$ cat src/rtl/pc_pkg.sv
// Shared defaults and next-PC select encoding for the program-counter unit.
package pc_pkg;

    localparam int unsigned PC_WIDTH_DEF     = 32;
    localparam int unsigned PC_RESET_VEC_DEF = 0;
    localparam int unsigned PC_STEP_DEF      = 4;
    localparam int unsigned PC_RAS_DEPTH_DEF = 4;

    // Source of the next PC; declaration order is not the priority order.
    typedef enum logic [1:0] {
        SEL_SEQ,
        SEL_JUMP,
        SEL_CALL,
        SEL_RET
    } pc_sel_e;

endpackage

$ cat src/rtl/pc_ras.sv
// Circular return-address stack. A push when full overwrites the oldest
// entry. A pop when empty leaves the stack unchanged. Both cases raise a
// one-cycle strobe.
module pc_ras
    import pc_pkg::*;
#(
    parameter int unsigned WIDTH     = PC_WIDTH_DEF,
    parameter int unsigned RAS_DEPTH = PC_RAS_DEPTH_DEF
) (
    input  logic             clk,
    input  logic             reset,
    input  logic             push,
    input  logic             pop,
    input  logic [WIDTH-1:0] wdata,
    output logic [WIDTH-1:0] rdata,
    output logic             empty,
    output logic             full,
    output logic             overflow,
    output logic             underflow
);

    localparam int unsigned PW = $clog2(RAS_DEPTH);
    localparam logic [PW-1:0] PTR_ONE = 1;
    localparam logic [PW:0]   CNT_ONE = 1;
    localparam logic [PW:0]   CNT_MAX = RAS_DEPTH[PW:0];

    // ptr_q is the next free slot. The top entry sits one below it, modulo depth.
    logic [WIDTH-1:0] mem_q [RAS_DEPTH];
    logic [PW-1:0]    ptr_q, ptr_d, top_idx;
    logic [PW:0]      cnt_q, cnt_d;
    logic             do_push, do_pop;

    assign top_idx   = ptr_q - PTR_ONE;
    assign rdata     = mem_q[top_idx];
    assign empty     = (cnt_q == '0);
    assign full      = (cnt_q == CNT_MAX);
    // Pop wins if both arrive, so a same-cycle push is dropped.
    assign do_pop    = pop && !empty;
    assign do_push   = push && !pop;
    assign overflow  = do_push && full;
    assign underflow = pop && empty;

    // Pointer and occupancy next state. Occupancy saturates at depth on overwrite.
    always_comb begin
        ptr_d = ptr_q;
        cnt_d = cnt_q;
        if (do_pop) begin
            ptr_d = ptr_q - PTR_ONE;
            cnt_d = cnt_q - CNT_ONE;
        end else if (do_push) begin
            ptr_d = ptr_q + PTR_ONE;
            if (!full) cnt_d = cnt_q + CNT_ONE;
        end
    end

    // Pointer and count registers.
    always_ff @(posedge clk) begin
        if (reset) begin
            ptr_q <= '0;
            cnt_q <= '0;
        end else begin
            ptr_q <= ptr_d;
            cnt_q <= cnt_d;
        end
    end

    // Entry storage has no reset, because entries are never read while the count is zero.
    always_ff @(posedge clk) begin
        if (!reset && do_push) mem_q[ptr_q] <= wdata;
    end

endmodule

$ cat src/rtl/pc_unit.sv
// Program counter with jump/call/return redirect, a return-address stack
// and a sticky stack-error flag.
module pc_unit
    import pc_pkg::*;
#(
    parameter int unsigned WIDTH     = PC_WIDTH_DEF,
    parameter int unsigned RESET_VEC = PC_RESET_VEC_DEF,
    parameter int unsigned STEP      = PC_STEP_DEF,
    parameter int unsigned RAS_DEPTH = PC_RAS_DEPTH_DEF
) (
    input  logic             clk,
    input  logic             reset,
    input  logic             stall,
    input  logic             jump_en,
    input  logic             call_en,
    input  logic             ret_en,
    input  logic [WIDTH-1:0] jump_target,
    output logic [WIDTH-1:0] pc_out,
    output logic [WIDTH-1:0] pc_plus_step,
    output logic             ras_empty,
    output logic             ras_full,
    output logic             ras_err
);

    logic [WIDTH-1:0] pc_q, pc_d, ras_rdata;
    logic             ras_err_q;
    logic             ras_push, ras_pop, ras_ovf, ras_udf;
    pc_sel_e          sel;

    assign pc_out       = pc_q;
    assign pc_plus_step = pc_q + WIDTH'(STEP);
    assign ras_err      = ras_err_q;

    // Select the next-PC source: ret > call > jump > sequential.
    always_comb begin
        sel = SEL_SEQ;
        if (ret_en)       sel = SEL_RET;
        else if (call_en) sel = SEL_CALL;
        else if (jump_en) sel = SEL_JUMP;
    end

    // Next PC mux. A return on an empty stack falls through to sequential.
    always_comb begin
        pc_d = pc_plus_step;
        case (sel)
            SEL_RET:            pc_d = ras_empty ? pc_plus_step : ras_rdata;
            SEL_CALL, SEL_JUMP: pc_d = jump_target;
            default:            pc_d = pc_plus_step;
        endcase
    end

    // A stall must not move the stack, so the stack strobes are gated here.
    assign ras_push = !stall && (sel == SEL_CALL);
    assign ras_pop  = !stall && (sel == SEL_RET);

    pc_ras #(
        .WIDTH     (WIDTH),
        .RAS_DEPTH (RAS_DEPTH)
    ) u_ras (
        .clk       (clk),
        .reset     (reset),
        .push      (ras_push),
        .pop       (ras_pop),
        .wdata     (pc_plus_step),
        .rdata     (ras_rdata),
        .empty     (ras_empty),
        .full      (ras_full),
        .overflow  (ras_ovf),
        .underflow (ras_udf)
    );

    // PC register and sticky error flag. Stall holds both, and the stack strobes are already gated.
    always_ff @(posedge clk) begin
        if (reset) begin
            pc_q      <= WIDTH'(RESET_VEC);
            ras_err_q <= 1'b0;
        end else if (!stall) begin
            pc_q      <= pc_d;
            ras_err_q <= ras_err_q | ras_ovf | ras_udf;
        end
    end

endmodule

$ cat config.mk
export PLATFORM = sky130hd
export DESIGN_NAME = pc_unit
export DESIGN_NICKNAME = d
export VERILOG_FILES = /design/src/rtl/pc_pkg.sv /design/src/rtl/pc_ras.sv /design/src/rtl/pc_unit.sv
export SDC_FILE = /design/constraint.sdc
export NUM_CORES = 1
export LEC_CHECK = 0
export BUFFER_PORTS_ARGS = -buffer_cell sky130_fd_sc_hd__buf_2
export CELL_PAD_IN_SITES_DETAIL_PLACEMENT = 1
export CELL_PAD_IN_SITES_GLOBAL_PLACEMENT = 1
export CORE_MARGIN = 2
export CORE_UTILIZATION = 42
export CTS_CLUSTER_SIZE = 25
export DETAILED_ROUTE_END_ITERATION = 10
export PLACE_DENSITY = 0.78
export SYNTH_ARGS = -nofsm -noshare
export SYNTH_HDL_FRONTEND = slang
export SYNTH_HIERARCHICAL = 1
export SYNTH_SLANG_ARGS = --single-unit
$ cat constraint.sdc
create_clock -name clk -period 2.8 [get_ports clk]
set_clock_uncertainty 0.15 [all_clocks]
set_input_delay 0.28 -clock clk [delete_from_list [all_inputs] [get_ports clk]]
set_output_delay 0.28 -clock clk [all_outputs]
set_load 0.1 [all_outputs]
Yosys cells after proc, flatten, opt, wreduce, memory -nomap -nowiden:

Memories as Yosys holds them, arrays and structs flattened.
Index checks and enable logic that the tools add are counted.

* register bits after elaboration: 38
* RAM bits: 128
* bits of input ports: 38
* output and inout bits: 67
* word-level logic and storage cells: 44
* memories kept: 1

Memory list
* u_ras.mem_q: depth 4, bits a word 32, read ports 1, clocked after memory_dff 0, write ports 1, line pc_ras.sv:28 `logic [WIDTH-1:0] mem_q [RAS_DEPTH];`

* add/sub/neg operators: 5
* equality and inequality tests: 5
* mux-type cells: 12
* bitwise logic cells: 2
* reduce and logical (&&, ||, !) cells: 15

Operators by type and width (count)
* 32-bit one-hot mux with 2 select lines: 1
* 32-bit by 3-bit adder with 32-bit output, second input constant: 1
* 32-bit 2-to-1 mux: 1
* 3-bit 2-to-1 mux: 3
* 2-bit 2-to-1 mux: 4
* 1-bit logical AND: 7
* 2-bit equality test, second input constant: 2
* 1-bit logical NOT: 4
* 3-bit by 1-bit adder with 3-bit output, second input constant: 1
* 3-bit equality test, second input constant: 1
* 3-bit logical NOT: 1
* 1-bit 2-to-1 mux: 3
* 3-bit by 1-bit subtractor with 3-bit output, second input constant: 1
* 2-bit by 1-bit adder with 2-bit output, second input constant: 1
* 2-bit by 1-bit equality test with 1-bit output, second input constant: 1
* 2-bit inequality test, second input constant: 1
* 1-bit OR: 2
* 2-bit AND reduction: 1
* 2-bit nonzero test: 1
* 2-bit OR reduction: 1
* 2-bit by 1-bit subtractor with 2-bit output, second input constant: 1

Depth between registers and ports, before layout:

* depth after elaboration: 10
* mapped depth: 12
* mapped depth without buffers: 11

By module:

The synthesis kept the hierarchy.

By module, submodules not included
* pc_ras: times used 1, cells an instance 223, area an instance 5077.4 um^2
* pc_unit: times used 1, cells an instance 411, area an instance 2930.3 um^2

Least setup slack after synthesis:

No wires, ideal clock.

* path type: register to register
* from: reg pc_q[5], in the netlist pc_out[5]
* to: mem u_ras/mem_q[0][27] in the netlist's numbering (data pin)
* setup time: 0.529 ns
* data arrival time: 4.279 ns
* required time: 2.121 ns
* setup slack: -2.158 ns
* cell stages (with the launch flop): 7
* buffers on the path: 1
* clock period less this slack: 4.958 ns
* cells stage by stage: dfxtp_1 -> buf_4 -> nand4_4 -> or4_4 -> nor3_1 -> nand2_1 -> xnor2_1

* word-level cells in the longest chain between the ends: 1

Ends and longest elaborated chain
* start, declared: line pc_unit.sv:25 `logic [WIDTH-1:0] pc_q, pc_d, ras_rdata;`
* start signal, assigned: line pc_unit.sv:75 `pc_q <= WIDTH'(RESET_VEC);`
* start signal, assigned: line pc_unit.sv:78 `pc_q <= pc_d;`
* 32-bit by 3-bit adder with 32-bit output: line pc_unit.sv:31 `assign pc_plus_step = pc_q + WIDTH'(STEP);`
* named net pc_plus_step[27]: line pc_unit.sv:19 `output logic [WIDTH-1:0] pc_plus_step,`
* end, declared: line pc_ras.sv:28

The timed path passes the listed nets, and every way through them passes these cells.

Worst setup path after layout:

* from: reg pc_q[7], in the netlist pc_out[7]
* to: out pc_plus_step[21]

* word-level cells in the longest chain between the ends: 1

Ends and longest elaborated chain (line)
* 32-bit by 3-bit adder with 32-bit output: pc_unit.sv:31
* end, declared: pc_unit.sv:19

Every way passes these cells.

==> impl_metrics.tcl <==
set metrics [dict create \
    outcome "complete, but fails checks" \
    violations "negative setup slack" \
    vdd_ir_drop_max_v 0.000545 \
    insertion_delay_ps 430 \
    die_area_um2 20200 \
    grt_overflow 0 \
    utilization 0.576 \
    first_iter_violations 567 \
    io_buffers 104 \
    clk_pin_slew_ps 70 \
    setup_viol 7 \
    slew-limit-headroom 0.601 \
    critPathLaunchType "register" \
    vias_per_cell 6.06 \
    required_ps 2370 \
    nFillCells 1802 \
    grt_pass1_vias 6540 \
    max_freq_ghz 0.343 \
    die_h_um 142 \
    cts_root_buffer "clkbuf_16" \
    ys_warn_count 6 \
    syn_area_um2 8010 \
    power_leakage_nw 4.06 \
    final.setup.worst_slack_ps -119 \
    syn_area_per_cell_um2 12.6 \
    ioPinCount 105 \
    synthArstFlopShare 0 \
    synth_most_common_cell "edfxtp_1" \
    grt_pass1_wl_mm 38.2 \
    antenna_found_initial 0 \
    tightest_slew_ps 598 \
    initial_core_util 0.428 \
    postSynthCellCount 634 \
    syn2layout_area_growth_pct 34.5 \
    yosysTopAreaCell "edfxtp_1" \
    synth-seq-cells 166 \
    synth_seq_area_share 0.575 \
    core.rowCount 50 \
    post-route-period-util 1.04 \
    routedWlPerCell_um 24.7 \
    grt_max_degree 55 \
    min_path_type "in2reg" \
    dp_hpwl_mm 16.2 \
    die_w_um 142 \
    grt_setup_unrepaired "yes" \
    drt-total-wl_mm 25.6 \
    gp_congestion 0.844 \
    h-tree-depth 4 \
    core_um2 18700 \
    final_area_um2 10800 \
    track_usage 0.253 \
    slew_viol_final 0 \
    fin_cells 1035 \
    nets 835 \
    synth_edf_count 128 \
    hold_viol 0 \
    first_pass_iters 5 \
    syn_nets 681 \
    vias 6273 \
    synth-main-ff-cell "edfxtp_1" \
    numCtsBuffers 17 \
    pre_cts_ws_ps 135 \
    cp_max_fo 4 \
    cts_buffer_depth 2 \
    cp-end-kind "output port" \
    rrSetupSlack_ps 320 \
    period_needed_ps 2920 \
    ant_nets 0 \
    cts_tree "done" \
    synth_common_cells "edfxtp_1 (128), a21oi_1 (56), dfxtp_1 (38), nor2_1 (38), nor2b_1 (35)" \
    clock_sink_count 166 \
    fin_setup_tns_ps -391 \
    cellPowerDensity_nw_per_um2 665 \
    synth_cell_types 64 \
    crit_type "reg2out" \
    crit_arrival_ps 2490 \
    place_area_um2 9800 \
    antennaDiodeCount 0 \
    whs_ps 90.7 \
    maxCapViolCount 0 \
    netlist.area_leader.share 0.480 \
    drive_gt1_frac 0.423 \
    power.total_mw 7.17 \
    drc_errors 0 \
    synthTopCellsByArea "edfxtp_1 (48%), dfxtp_1 (9.5%), mux4_2 (9.0%)" \
    dp_cells 966 \
]
## area by class of cell
cell class              count  area [µm²]  area share
flip-flops and latches    166        4690       0.435
repair buffers            182        1470       0.136
clock buffers              22         474      0.0440
inverters                  17        63.8     0.00592
clock inverters            10         145      0.0135
well taps                 234         293      0.0272
multi-input cells         404        3640       0.338
## critical path: stages, from the launching register on
cell     delay [ps]
dfxtp_4         360
nand4_4         100
or4_4           540
or4b_4          600
xnor2_4         240
buf_12          210
## cell usage in the layout (no fill, tap or decap), types with 5 or more instances in the layout
master / synthesis / routed
o21ai_0: 17 / 17
o211ai_1: 5 / 5
ha_1: 9 / 8
nand4_1: 9 / 9
nand2b_1: 8 / 8
a21oi_1: 56 / 55
nor2b_1: 35 / 34
nor3_4: 0 / 5
dfxtp_1: 38 / 9
o32ai_1: 7 / 7
mux4_2: 32 / 32
nor2_1: 38 / 38
buf_12: 0 / 24
clkbuf_16: 0 / 17
buf_2: 6 / 85
buf_4: 5 / 70
dfxtp_4: 0 / 19
nand4b_1: 5 / 5
a31oi_1: 11 / 11
nand2_1: 29 / 26
nor4_1: 8 / 5
edfxtp_1: 128 / 128
xnor2_4: 0 / 15
and3_1: 8 / 7
nor3_1: 14 / 9
xnor2_2: 0 / 8
a211oi_1: 6 / 6
o22ai_1: 8 / 8
nand3_1: 8 / 6
inv_1: 17 / 16
dfxtp_2: 0 / 10
## cells by family after synthesis
logic type      synth area share
flops                      0.575
mux                       0.0938
simple gates               0.145
compound gates            0.0989
xor+xnor                  0.0328
buf+inv                   0.0406
fa+ha+maj                 0.0141
## state kept, by name, indices dropped and copies added (netlist names)
register,count
u_ras/ptr_q,2
pc_out,32
ras_err,1
u_ras/mem_q,128
u_ras/cnt_q,3
## routing by layer
metal  part of all wire  GRT usage
met4              0.027     0.0784
met3              0.056     0.0538
met2               0.52      0.440
met1               0.40      0.319
met5                  0          0
## worst paths after layout
check                                     start          endpoint  depth (start not counted)
worst min register to register          ras_err           ras_err                          2
worst min-delay path            jump_target[21]        pc_out[21]                          5
worst max register to register   u_ras/cnt_q[2]         pc_out[2]                          7
worst max-delay path                  pc_out[7]  pc_plus_step[21]                          5
## where the power goes
| part | total, mW | leakage [nW] | internal (mW) | switching [mW] |
|---|---|---|---|---|
| registers | 2.87 | 1.51 | 2.75 | 0.124 |
| clock network | 2.48 | 0.297 | 1.48 | 0.999 |
| logic | 1.82 | 2.26 | 0.554 | 1.26 |
## repair_timing
| action | CTS | global route |
|---|---|---|
| endpoints found under the setup margin | 16 | 12 |
| pin swaps | 14 | 14 |
| setup buffers | 24 | 13 |
| resized for setup | 8 | 7 |
| hold buffers | 0 | 0 |
| gates cloned | 0 | 0 |
Power figures use the tool's default switching activity.
